==> src/rtl/snd_pkg.sv <==
// Shared types and defaults for the melody sequencer and its tone datapath.
package snd_pkg;

   typedef enum logic [1:0] {
      ST_IDLE = 2'd0,
      ST_PLAY = 2'd1,
      ST_GAP  = 2'd2
   } state_e;

   localparam int AW_DEF    = 5;
   localparam int PW_DEF    = 5;
   localparam int DW_DEF    = 13;
   localparam int GAP_DEF   = 64;
   localparam int FS_MAXVAL = 125;

   typedef struct packed {
      logic [PW_DEF-1:0] pitch;
      logic [DW_DEF-1:0] dur;
   } note_t;

endpackage

==> src/rtl/melody_sequencer_note_table.sv <==
// Note table: DEPTH entries of {pitch, dur}; synchronous write, asynchronous read.
module note_table #(
   parameter int AW = 5,
   parameter int PW = 5,
   parameter int DW = 13
) (
   input  logic          clk,
   input  logic          wr_en,
   input  logic [AW-1:0] wr_addr,
   input  logic [PW-1:0] wr_pitch,
   input  logic [DW-1:0] wr_dur,
   input  logic [AW-1:0] rd_addr,
   output logic [PW-1:0] rd_pitch,
   output logic [DW-1:0] rd_dur
);

   localparam int DEPTH = 2 ** AW;

   // Deliberately not reset: table contents survive a sequencer reset.
   logic [PW+DW-1:0] mem_q [DEPTH];

   always_ff @(posedge clk) begin
      if (wr_en) begin
         mem_q[wr_addr] <= {wr_pitch, wr_dur};
      end
   end

   assign {rd_pitch, rd_dur} = mem_q[rd_addr];

endmodule

==> src/rtl/melody_sequencer.sv <==
// Melody sequencer: walks the note table, timing each note and its articulation gap in fs ticks.
// state | meaning
// IDLE  | not playing; waits for start
// PLAY  | current note sounding (muted for rests), counting its duration
// GAP   | muted articulation gap between notes
module melody_sequencer
   import snd_pkg::*;
#(
   parameter int AW  = AW_DEF,
   parameter int PW  = PW_DEF,
   parameter int DW  = DW_DEF,
   parameter int GAP = GAP_DEF
) (
   input  logic          clk,
   input  logic          reset,
   input  logic          fs_tick,
   input  logic          wr_en,
   input  logic [AW-1:0] wr_addr,
   input  logic [PW-1:0] wr_pitch,
   input  logic [DW-1:0] wr_dur,
   input  logic [AW:0]   len,
   input  logic          loop_en,
   input  logic          start,
   input  logic          stop,
   output logic [PW-1:0] pitch_maxval,
   output logic          note_start,
   output logic          sound_en,
   output logic          busy,
   output logic          done,
   output logic [AW-1:0] cur_idx
);

   localparam bit            HAS_GAP  = (GAP > 0);
   localparam logic [DW-1:0] GAP_LAST = HAS_GAP ? DW'(GAP - 1) : '0;

   state_e        state_q, state_d;
   logic [AW:0]   len_q, len_d;
   logic [AW-1:0] idx_q, idx_d;
   logic [PW-1:0] pitch_q, pitch_d;
   logic [DW-1:0] dur_q, dur_d;
   logic [DW-1:0] ctr_q, ctr_d;
   logic          note_start_q, note_start_d;
   logic          sound_en_q, sound_en_d;
   logic          busy_q, busy_d;
   logic          done_q, done_d;

   logic [AW-1:0] rd_addr;
   logic [PW-1:0] rd_pitch;
   logic [DW-1:0] rd_dur;
   logic          is_last, play_end, gap_end, advance, load_now;

   note_table #(.AW(AW), .PW(PW), .DW(DW)) u_table (
      .clk      (clk),
      .wr_en    (wr_en),
      .wr_addr  (wr_addr),
      .wr_pitch (wr_pitch),
      .wr_dur   (wr_dur),
      .rd_addr  (rd_addr),
      .rd_pitch (rd_pitch),
      .rd_dur   (rd_dur)
   );

   always_comb begin
      is_last  = ({1'b0, idx_q} == (len_q - 1'b1));
      play_end = fs_tick && (ctr_q == (dur_q - 1'b1));
      gap_end  = fs_tick && (ctr_q == GAP_LAST);
      advance  = ((state_q == ST_PLAY) && play_end && !HAS_GAP) ||
                 ((state_q == ST_GAP) && gap_end);
      // Table is read at the index about to be loaded, so a same-cycle write is not seen.
      rd_addr  = ((state_q == ST_IDLE) || is_last) ? '0 : idx_q + 1'b1;
   end

   always_comb begin
      state_d      = state_q;
      len_d        = len_q;
      idx_d        = idx_q;
      pitch_d      = pitch_q;
      dur_d        = dur_q;
      ctr_d        = ctr_q;
      sound_en_d   = sound_en_q;
      busy_d       = busy_q;
      note_start_d = 1'b0;
      done_d       = 1'b0;
      load_now     = 1'b0;

      case (state_q)
         ST_IDLE: begin
            if (start) begin
               if (len != '0) begin
                  len_d    = len;
                  load_now = 1'b1;
               end else begin
                  done_d = 1'b1;
               end
            end
         end
         ST_PLAY: begin
            if (play_end) begin
               ctr_d = '0;
               if (HAS_GAP) begin
                  state_d    = ST_GAP;
                  sound_en_d = 1'b0;
               end
            end else if (fs_tick) begin
               ctr_d = ctr_q + 1'b1;
            end
         end
         ST_GAP: begin
            if (gap_end) begin
               ctr_d = '0;
            end else if (fs_tick) begin
               ctr_d = ctr_q + 1'b1;
            end
         end
         default: state_d = ST_IDLE;
      endcase

      if (advance) begin
         if (is_last && !loop_en) begin
            state_d    = ST_IDLE;
            done_d     = 1'b1;
            busy_d     = 1'b0;
            sound_en_d = 1'b0;
         end else begin
            load_now = 1'b1;
         end
      end

      if (load_now) begin
         state_d      = ST_PLAY;
         idx_d        = rd_addr;
         pitch_d      = rd_pitch;
         dur_d        = (rd_dur == '0) ? DW'(1) : rd_dur;
         ctr_d        = '0;
         note_start_d = 1'b1;
         busy_d       = 1'b1;
         sound_en_d   = (rd_pitch != '0);
      end

      // Abort overrides everything, including a same-cycle start; pitch is left as is.
      if (stop) begin
         state_d      = ST_IDLE;
         ctr_d        = '0;
         busy_d       = 1'b0;
         sound_en_d   = 1'b0;
         note_start_d = 1'b0;
         done_d       = 1'b0;
      end
   end

   always_ff @(posedge clk) begin
      if (reset) begin
         state_q      <= ST_IDLE;
         len_q        <= '0;
         idx_q        <= '0;
         pitch_q      <= '0;
         dur_q        <= '0;
         ctr_q        <= '0;
         note_start_q <= 1'b0;
         sound_en_q   <= 1'b0;
         busy_q       <= 1'b0;
         done_q       <= 1'b0;
      end else begin
         state_q      <= state_d;
         len_q        <= len_d;
         idx_q        <= idx_d;
         pitch_q      <= pitch_d;
         dur_q        <= dur_d;
         ctr_q        <= ctr_d;
         note_start_q <= note_start_d;
         sound_en_q   <= sound_en_d;
         busy_q       <= busy_d;
         done_q       <= done_d;
      end
   end

   assign pitch_maxval = pitch_q;
   assign note_start   = note_start_q;
   assign sound_en     = sound_en_q;
   assign busy         = busy_q;
   assign done         = done_q;
   assign cur_idx      = idx_q;

endmodule

==> config.mk <==
export PLATFORM = sky130hd
export DESIGN_NAME = melody_sequencer
export DESIGN_NICKNAME = d
export VERILOG_FILES = /design/src/rtl/snd_pkg.sv /design/src/rtl/melody_sequencer_note_table.sv /design/src/rtl/melody_sequencer.sv
export SDC_FILE = /design/constraint.sdc
export NUM_CORES = 1
export LEC_CHECK = 0
export ABC_AREA = 1
export ABC_CLOCK_PERIOD_IN_PS = 3400
export BUFFER_PORTS_ARGS = -buffer_cell sky130_fd_sc_hd__clkbuf_2
export CAP_MARGIN = 20
export CORE_MARGIN = 2
export CORE_UTILIZATION = 35
export DETAILED_ROUTE_END_ITERATION = 7
export PLACE_DENSITY = 0.62
export SKIP_LAST_GASP = 1
export SYNTH_ARGS = -nofsm -noshare
export SYNTH_HDL_FRONTEND = slang
export SYNTH_SLANG_ARGS = --single-unit
==> constraint.sdc <==
create_clock -name clk -period 3.4 [get_ports clk]
set_input_delay 0 -clock clk [delete_from_list [all_inputs] [get_ports clk]]
set_output_delay 0 -clock clk [all_outputs]
set_load 0.1 [all_outputs]
### After elaboration in Yosys (flattened, before gate mapping)

Memories as Yosys holds them, arrays and structs flattened.
Cells that the tools add are included.

| storage, ports and cells | value |
|---|---|
| register bits | 48 |
| bits in latches | 0 |
| RAM bits | 576 |
| memory bits (read-only) | 0 |
| input port bits | 36 |
| output and inout port bits | 14 |
| word-level logic and storage cells | 71 |
| memories | 1 |

Memories:

| memory | depth | bits a word | rd ports | clocked after Yosys merged registers in | wr ports | RTL line | source |
|---|---|---|---|---|---|---|---|
| u_table.mem_q | 32 | 18 | 1 | 0 | 1 | melody_sequencer_note_table.sv:20 | `logic [PW+DW-1:0] mem_q [DEPTH];` |

| cells by class | value |
|---|---|
| $add $sub $neg | 4 |
| multipliers | 0 |
| div/mod/pow operators | 0 |
| magnitude comparators | 0 |
| equality and inequality tests | 5 |
| shift operators | 0 |
| multiplexer cells | 32 |
| bitwise logic cells | 0 |
| reductions and logical operators | 18 |

Operator list:

| cell | count |
|---|---|
| two-way mux 13 bit | 4 |
| case mux 13 bit (2 select lines) | 1 |
| two-way mux 1 bit | 22 |
| adder 13 x 1 -> 13 bit, second input constant | 1 |
| == test 13 bit | 1 |
| == test 13 x 6 -> 1 bit, second input constant | 1 |
| zero test 13 bit | 1 |
| subtractor 13 x 1 -> 13 bit, second input constant | 1 |
| == test 5 x 6 -> 1 bit | 1 |
| two-way mux 2 bit | 3 |
| nonzero test 2 bit | 3 |
| nonzero test 6 bit | 1 |
| subtractor 6 x 1 -> 6 bit, second input constant | 1 |
| adder 5 x 1 -> 5 bit, second input constant | 1 |
| two-way mux 5 bit | 1 |
| nonzero test 5 bit | 1 |
| logical AND 1 bit | 4 |
| case mux 2 bit (2 select lines) | 1 |
| OR reduction 2 bit | 2 |
| AND reduction 3 bit | 1 |
| OR reduction 3 bit | 1 |
| == test 2 x 1 -> 1 bit, second input constant | 1 |
| == test 2 bit, second input constant | 1 |
| zero test 2 bit | 1 |
| other kinds (3) | 3 |

### Logic depth before layout (Yosys ltp)

Gate-level depths: netlist (run 1).

| depth | value |
|---|---|
| depth after elaboration | 8 |
| gate-level depth with buffers | 25 |
| depth with buffers taken out | 23 |

### Cells and area by module

From an unflattened synthesis (run 1), not the netlist that was laid out.

| unflattened totals | value |
|---|---|
| cells, all modules | 2511 |
| area total of the unflattened synthesis | 26794.4 µm² |

By module, submodules not included:

| module | times used | cells an instance | area an instance (µm²) | seq. area each (µm²) |
|---|---|---|---|---|
| note_table | 1 | 1991 | 23487.5 | 17296.6 |
| melody_sequencer | 1 | 520 | 3306.9 | 960.9 |

### Worst setup path after synthesis (run 1)

OpenSTA, ideal clock, no wires.

| timing | value |
|---|---|
| path type | register -> register |
| from | register idx_q[4] (netlist: cur_idx[4]) |
| to | register sound_en_q (netlist: sound_en) |
| setup time | 0.116 ns |
| arrival | 2.891 ns |
| data required time | 3.284 ns |
| path slack | 0.392 ns |
| cell stages (with the launch flop) | 20 |
| path buffers | 3 |
| clock period less this slack | 3.008 ns |
| cell sequence | dfxtp_1 > inv_1 > nand2_1 > nand2_1 > xnor2_1 > nor2_2 > nand2_4 > nand3_2 > buf_6 > inv_4 > buf_2 > buf_2 > o211ai_1 > nand3_1 > nand3_1 > nand3_1 > nand2_1 > nand3_1 > o21ai_1 > nand2_1 |

| between the ends | value |
|---|---|
| cells in the longest elaborated chain, start to end | 6 |
| elaborated cells on any way between the ends | 12 |
| those cells by class | add/sub: 1; eq/ne: 1; mux: 6; reduce/logical: 3; memory: 1 |

Ends and longest elaborated chain:

| element | RTL line | source |
|---|---|---|
| start, declared | melody_sequencer.sv:38 | `logic [AW-1:0] idx_q, idx_d;` |
| start signal, assigned | melody_sequencer.sv:166 | `idx_q <= idx_d;` |
| branches (longest 5 deep; another with memory read (32 x 18 bit)) | -- |  |
| two-way mux 1 bit * | melody_sequencer.sv:129 | `if (load_now) begin` |
| end signal, assigned | melody_sequencer.sv:171 | `sound_en_q <= sound_en_d;` |
| end, declared | melody_sequencer.sv:43 | `logic sound_en_q, sound_en_d;` |

Every way passes the cells marked *.
A chain may end at the register's enable or synchronous reset.

### Worst setup path in the final report (run 1)

| timing | value |
|---|---|
| from | register len_q[0] |
| to | register dur_q[0] |

| between the ends | value |
|---|---|
| cells in the longest elaborated chain, start to end | 7 |
| elaborated cells on any way between the ends | 10 |
| those cells by class | add/sub: 1; eq/ne: 1; mux: 4; reduce/logical: 3; memory: 1 |

Ends and longest elaborated chain:

| element | RTL line | source |
|---|---|---|
| start, declared | melody_sequencer.sv:37 | `logic [AW:0] len_q, len_d;` |
| start signal, assigned | melody_sequencer.sv:165 | `len_q <= len_d;` |
| subtractor 6 x 1 -> 6 bit * | melody_sequencer.sv:64 | `is_last = ({1'b0, idx_q} == (len_q - 1'b1));` |
| == test 5 x 6 -> 1 bit * | melody_sequencer.sv:64 |  |
| logical OR 1 bit | melody_sequencer.sv:70 | `rd_addr = ((state_q == ST_IDLE) \|\| is_last) ? '0 : idx_q + 1'b1;` |
| two-way mux 5 bit | melody_sequencer.sv:70 |  |
| memory read (32 x 18 bit) | -- |  |
| zero test 13 bit | melody_sequencer.sv:133 | `dur_d = (rd_dur == '0) ? DW'(1) : rd_dur;` |
| two-way mux 13 bit | melody_sequencer.sv:133 |  |
| end signal, assigned | melody_sequencer.sv:168 | `dur_q <= dur_d;` |
| end, declared | melody_sequencer.sv:40 | `logic [DW-1:0] dur_q, dur_d;` |

Every way passes the cells marked *; elsewhere a longest branch is shown, timed or not.

==> results of run 1 <==
[flip-flops by register name, summed over array words and instances (netlist names)]
register,count
dur_q,13
done,1
ctr_q,13
pitch_maxval,5
note_start,1
cur_idx,5
len_q,6
state_q,2
u_table.mem_q,576
sound_en,1
busy,1
[final cells by class]
class                   count  area, sq um
flip-flops and latches    624        18300
repair buffers            153         1450
fillers                  7011        44800
clock inverters            39          520
well taps                1030         1290
inverters                 267         1010
diodes                      1         2.50
multi-input cells        1383         7150
clock buffers              82         1750
[layer usage]
metal / vias to the layer above / share of wire (%) / global-route usage (%)
li1: 8634 / - / -
met1: 9396 / 42 / 26.7
met2: 949 / 47 / 30.7
met3: 143 / 8.7 / 2.97
met4: 6 / 2.9 / 7.23
met5: - / 0.057 / 0
[power groups by stage]
stage          Sequential, uW  Clock, uW  Combinational, uW
2_1_floorplan            8780          0                687
3_3_place_gp             8710          0               1210
3_5_place_dp             8710          0               1230
4_1_cts                  8550       7660               1260
5_1_grt                  8560       7960               1420
6_report                 8550       7560               1310
[per-stage QoR]
stage                     power, uW  util (%)
after floorplan                9460         -
after global placement         9920      37.7
after detailed placement       9950      37.7
after CTS                     17500      41.0
after global routing          17900      41.2
final                         17400      41.2
[critical path: cells and delay by family (launching register included)]
kind / cells / cell delay, ps
buffers and inverters: 3 / 490
xor gates and xnor gates: 1 / 130
AOI/OAI and AO/OA: 1 / 120
adders and majority gates: 1 / 310
DFF: 1 / 350
and+or+nand+nor: 14 / 1600
[synthesized netlist by cell type (2+ instances only)]
library cell / number / area share, %
a21oi_1: 47 / 0.87
or2_2: 83 / 1.9
ha_1: 8 / 0.37
or2_1: 17 / 0.39
xnor2_1: 15 / 0.49
nor2_2: 4 / 0.093
edfxtp_1: 576 / 64
o21ai_0: 82 / 1.5
clkbuf_1: 71 / 0.99
xor2_1: 15 / 0.49
or2_0: 6 / 0.14
inv_1: 260 / 3.6
nand3_2: 2 / 0.074
nand4_1: 71 / 1.6
nor2_1: 185 / 2.6
nand3_1: 407 / 7.5
buf_2: 44 / 0.82
nor3_1: 4 / 0.074
nand3b_1: 3 / 0.083
nor4_1: 2 / 0.046
nand2_1: 311 / 4.3
buf_1: 11 / 0.15
o21ai_1: 10 / 0.19
o211ai_1: 103 / 2.9
dfxtp_1: 48 / 3.6
clkinv_1: 2 / 0.028
buf_4: 9 / 0.25
inv_2: 4 / 0.056
buf_6: 13 / 0.54
[kinds of logic after synthesis]
family	Yosys count	share of synthesized area (%)
AO/OA/AOI/OAI	247	5.60
XOR/XNOR	30	0.973
buffers and inverters	415	6.47
adder cells (fa/ha/maj)	8	0.371
AND/OR/NAND/NOR	1098	19.0
flip-flops	624	67.6
[how the worst max path moves through the flow]
| stage | from | to | slack [ps] |
|---|---|---|---|
| 2_1_floorplan | cur_idx[4] | sound_en | 390 |
| 4_1_cts | len_q[0] | dur_q[0] | 70 |
| 5_1_grt | len_q[0] | dur_q[0] | -10 |
| 3_3_place_gp | len_q[0] | dur_q[0] | 170 |
| 3_5_place_dp | len_q[0] | dur_q[0] | 120 |
| 6_report | len_q[0] | dur_q[0] | 250 |
[repair_timing]
action                                  CTS  global route
buffers inserted                          0             3
endpoints found under the setup margin    0             2
resized for setup                         0            20
hold buffers                             18             0
hold endpoints to repair                 27             0
==> results.sh, run 1 <==
export IMPL_async_flop_share_pct=0
export IMPL_dr_pass1_iters=5
export IMPL_arrival_ps=3680
export IMPL_cp_common_cell="nand3_1"
export IMPL_grt_pass1_vias=18100
export IMPL_clock_power_share_pct=43.4
export IMPL_area_growth_syn_to_layout_pct=16.3
export IMPL_fin_nets=2540
export IMPL_switching_share_pct=23.0
export IMPL_setup_violations_final=0
export IMPL_tightest_slew_ps=819
export IMPL_ys_types=38
export IMPL_p_seq_share_pct=49.1
export IMPL_worst_hold_startpoint="wr_addr[3]"
export IMPL_cts_htree_levels=3
export IMPL_min_to="u_table.mem_q[5][8]"
export IMPL_p_int_uw=13400
export IMPL_hold_depth=4
export IMPL_required_ps=3930
export IMPL_finalCritPeriodShare_pct=92.5
export IMPL_synth_seq_cells=624
export IMPL_coreArea_sq_um=76200
export IMPL_viasPerCell=5.34
export IMPL_vias=19100
export IMPL_cts_sinks=624
export IMPL_cp_end_kind="register"
export IMPL_final_layout_size_suffix_gt1_share_pct=14.5
export IMPL_hp_class="in2reg"
export IMPL_reg2regPathDepth=20
export IMPL_fin_ws_ps=254
export IMPL_drv_cap=0
export IMPL_ys_warn_count=0
export IMPL_grt_pass1_wl_mm=115
export IMPL_path_cells="inv_2, ha_1, xnor2_1, nor2_1, nand2_1, nor2_2, nand2_4, nand3_4, buf_6, buf_16, nand2_1, nand3_1, nand3_1, nand3_1, nand3_1, nand2_1, nand3_1, nor2_1, nand3_1, a21oi_1"
export IMPL_slew_headroom_pct=45.4
export IMPL_final_setup_tns_ps=0
export IMPL_cts_root_buf="clkbuf_16"
export IMPL_hpwl_mm=44.7
export IMPL_antenna_found_initial=6
export IMPL_finalWirelength_mm=77.7
export IMPL_p_leak_uw=0.0117
export IMPL_die_x_um=282
export IMPL_cts_clk_slew_worst_paths_ps=60
export IMPL_first_iter_violations=2008
export IMPL_layout_common_cells="576 x edfxtp_1, 403 x nand3_1, 310 x nand2_1"
export IMPL_fmax_ghz=0.318
export IMPL_p_sw_uw=4000
export IMPL_cpPeakStageDelay_ps=350
export IMPL_grt_max_degree=73
export IMPL_layout_commonest_cell="edfxtp_1"
export IMPL_pwr_share_comb_pct=7.5
export IMPL_drcViolationCount=0
export IMPL_r2r_end="dur_q[0]"
export IMPL_gp_congestion=0.832
export IMPL_r2r_start="len_q[0]"
export IMPL_initial_utilization_pct=35.5
export IMPL_die_y_um=282
export IMPL_num_rows=101
export IMPL_path_class="reg2reg"
export IMPL_cellPowerDensity_nw_per_um2=554
export IMPL_cp_max_fo=47
export IMPL_io_pins=50
export IMPL_avgSynthCellArea_sq_um=11.2
export IMPL_vdd_drop_max_mv=0.405
export IMPL_dp_slack_ps=124
export IMPL_clk_latency_ps=620
export IMPL_track_usage_pct=19.3
export IMPL_seq_area_frac_synth_pct=67.6
export IMPL_wl_per_cell_um=21.7
export IMPL_clockBufferDepth=3
export IMPL_syn_nets=2466
export IMPL_stdcell_area_sq_um=31400
export IMPL_synth_edf_count=576
export IMPL_cts_tree="built"
export IMPL_globalRouteOverflowTotal=0
export IMPL_dpl_cell_count=3432
export IMPL_synth_ff_type="edfxtp_1"
export IMPL_startpoint_type="register"
export IMPL_status="complete, no violations"
export IMPL_hold_slack_ps=34.9
export IMPL_skew_ps=25.7
export IMPL_postRouteAntennaNets=0
export IMPL_place_area_sq_um=28800
export IMPL_min_period_ps=3150
export IMPL_hold_viol_final=0
export IMPL_port_buffers=49
export IMPL_numCtsBuffers=67
export IMPL_stdcell_count=3579
export IMPL_slew_viol_final=0
export IMPL_synth_cells=2422
export IMPL_timing_reg2reg_setup_slack_ps=250
export IMPL_netlist_area_sq_um=27000
export IMPL_die_area_sq_um=79400
export IMPL_crit_slowest_cell="dfxtp_1"
Power figures use the tool's default switching activity.
==> run 2, diff against run 1 <==
--- a/config.mk
+++ b/config.mk
@@ -5,7 +5,7 @@
 export SDC_FILE = /design/constraint.sdc
 export NUM_CORES = 1
 export LEC_CHECK = 0
-export ABC_AREA = 1
+export ABC_AREA = 0
 export ABC_CLOCK_PERIOD_IN_PS = 3400
 export BUFFER_PORTS_ARGS = -buffer_cell sky130_fd_sc_hd__clkbuf_2
 export CAP_MARGIN = 20
@@ -13,6 +13,7 @@
 export CORE_UTILIZATION = 35
 export DETAILED_ROUTE_END_ITERATION = 7
 export PLACE_DENSITY = 0.62
+export REMOVE_ABC_BUFFERS = 1
 export SKIP_LAST_GASP = 1
 export SYNTH_ARGS = -nofsm -noshare
 export SYNTH_HDL_FRONTEND = slang
==> results.sh, run 2 <==
export IMPL_status="finished, violations left"
export IMPL_violations="setup timing"
export IMPL_drcViolationCount=0
export IMPL_synth_edf_count=576
export IMPL_cts_sinks=624
export IMPL_synth_cells=1807
export IMPL_clk_latency_ps=630
export IMPL_clockBufferDepth=3
export IMPL_track_usage_pct=23.9
export IMPL_initial_utilization_pct=35.2
export IMPL_grt_pass1_wl_mm=130
export IMPL_cellPowerDensity_nw_per_um2=533
export IMPL_grt_max_degree=63
export IMPL_die_x_um=275
export IMPL_synth_seq_cells=624
export IMPL_slew_headroom_pct=27.7
export IMPL_ys_types=91
export IMPL_hpwl_mm=58.1
export IMPL_startpoint_type="register"
export IMPL_dpl_cell_count=2947
export IMPL_largest_reg_flops=576
export IMPL_fin_ws_ps=-3.34
export IMPL_p_leak_uw=0.0105
export IMPL_finalCritPeriodShare_pct=100
export IMPL_netlist_area_sq_um=25700
export IMPL_postRouteAntennaNets=0
export IMPL_globalRouteOverflowTotal=0
export IMPL_arrival_ps=3970
export IMPL_utilization_pct=44.1
export IMPL_fmax_ghz=0.294
export IMPL_layout_common_cells="576 x edfxtp_1, 230 x buf_4, 136 x nand2_1"
export IMPL_async_flop_share_pct=0
export IMPL_cts_clk_slew_worst_paths_ps=60
export IMPL_final_setup_tns_ps=-3.34
export IMPL_io_pins=50
export IMPL_num_rows=99
export IMPL_gp_congestion=0.925
export IMPL_crit_slowest_cell="or4_4"
export IMPL_cts_tree="built"
export IMPL_cts_root_buf="clkbuf_16"
export IMPL_cp_end_kind="register"
export IMPL_yosysMostFrequentCell="edfxtp_1"
export IMPL_cts_htree_levels=3
export IMPL_hold_slack_ps=40.4
export IMPL_first_iter_violations=2546
export IMPL_grt_pass1_vias=18100
export IMPL_path_class="reg2reg"
export IMPL_cp_max_fo=12
export IMPL_required_ps=3960
export IMPL_antenna_found_initial=3
export IMPL_seq_area_frac_synth_pct=71.1
export IMPL_coreArea_sq_um=72800
export IMPL_viasPerCell=5.95
export IMPL_fin_nets=2149
export IMPL_cpPeakStageDelay_ps=560
export IMPL_synth_ff_type="edfxtp_1"
export IMPL_yosysTopAreaCell="edfxtp_1"
export IMPL_setup_violations_final=1
export IMPL_slew_viol_final=0
export IMPL_tightest_slew_ps=1080
export IMPL_avgSynthCellArea_sq_um=14.2
export IMPL_ys_top_cells_by_count="576 x edfxtp_1, 149 x nor2_1, 138 x nand2_1, 85 x o21ai_0, 81 x a21oi_1"
export IMPL_vias=18600
export IMPL_dp_slack_ps=-236
export IMPL_port_buffers=49
export IMPL_drv_cap=0
export IMPL_finalWirelength_mm=90.7
export IMPL_crit_buf_inv=2
export IMPL_dr_pass1_iters=7
export IMPL_area_growth_syn_to_layout_pct=25.1
export IMPL_numCtsBuffers=68
export IMPL_ys_warn_count=0
export IMPL_wl_per_cell_um=29.1
export IMPL_min_period_ps=3400
export IMPL_hp_class="in2reg"
export IMPL_largestRegisters="u_table.mem_q (576), ctr_q (13), dur_q (13)"
export IMPL_final_layout_size_suffix_gt1_share_pct=27.3
export IMPL_path_cells="or4_4, or3_4, and4_4, a21oi_4, buf_12, buf_4, a221oi_1, o31ai_1, a21oi_2, or4_1, a21oi_1, a41o_1"
export IMPL_die_y_um=275
export IMPL_synth_area_leaders="edfxtp_1 67%, dfxtp_1 3.7%, mux2i_1 2.3%"
export IMPL_die_area_sq_um=75500
export IMPL_critPathTopFamily="simple AND/OR/NAND/NOR gates"
export IMPL_vdd_drop_max_mv=0.386
export IMPL_largest_register="u_table.mem_q"
export IMPL_stdcell_count=3120
export IMPL_hold_viol_final=0
export IMPL_skew_ps=52.5
export IMPL_layout_commonest_cell="edfxtp_1"
export IMPL_yosysTopAreaCellShare_pct=67.4
export IMPL_rsz0062_at_grt="true"
run 2: layout make-up:
class / instances / area (sq um)
multi-input combinational: 1060 / 7430
clock inverter: 37 / 440
inverter: 14 / 52.6
antenna: 1 / 2.50
tap: 959 / 1200
fill: 6481 / 40700
timing repair buffer: 337 / 2890
clock buffer: 88 / 1840
sequential: 624 / 18300
run 2: worst paths after layout:
path,startpoint,to,slack [ps],cells after the start
worst min-delay path,wr_addr[4],u_table.mem_q[18][9],40,3
worst max register to register,len_q[1],dur_q[0],-3,12
worst min register to register,busy,busy,470,2
worst max-delay path,len_q[1],dur_q[0],-3,12
run 2: worst min-delay path: stages:
cell	delay (ps)
clkbuf_2	150
nand2_1	230
nor2_2	90
run 2: what timing repair did:
item / in CTS / in global routing
resized for setup: 44 / 46
setup endpoints to repair: 9 / 18
buffers inserted: 15 / 13
hold buffers: 19 / 0
pin swaps: 20 / 31
hold endpoints to repair: 30 / 0
cloned: 2 / 0
run 2: logic make-up after synthesis:
kind of cell | count (synthesis) | share of synthesized area (%)
flops | 624 | 71.1
compound gates | 493 | 13.6
simple gates | 439 | 7.96
buf+inv | 124 | 2.12
mux | 95 | 3.97
xor+xnor | 24 | 0.819
fa+ha+maj | 8 | 0.390
run 2: where the power goes:
group / switching [uW] / internal, uW / leakage [uW]
clock: 3160 / 4400 / 0.00110
combinational: 669 / 348 / 0.00386
sequential: 52.5 / 8490 / 0.00558
total: 3880 / 13200 / 0.0105
run 2: metrics by stage:
stage | power [uW] | area (sq um)
final | 17100 | 32100
after global routing | 17500 | 32100
after CTS | 17100 | 31800
after global placement | 9590 | 29000
after floorplan | 9090 | 25200
after detailed placement | 9600 | 29000
run 2: metal layers:
layer	GRT usage (%)	up-vias	wire, um
met1	33.7	9339	37000
li1	-	7790	-
met4	9.90	2	4080
met3	5.16	210	9880
met5	0	-	14
met2	35.7	1237	39800
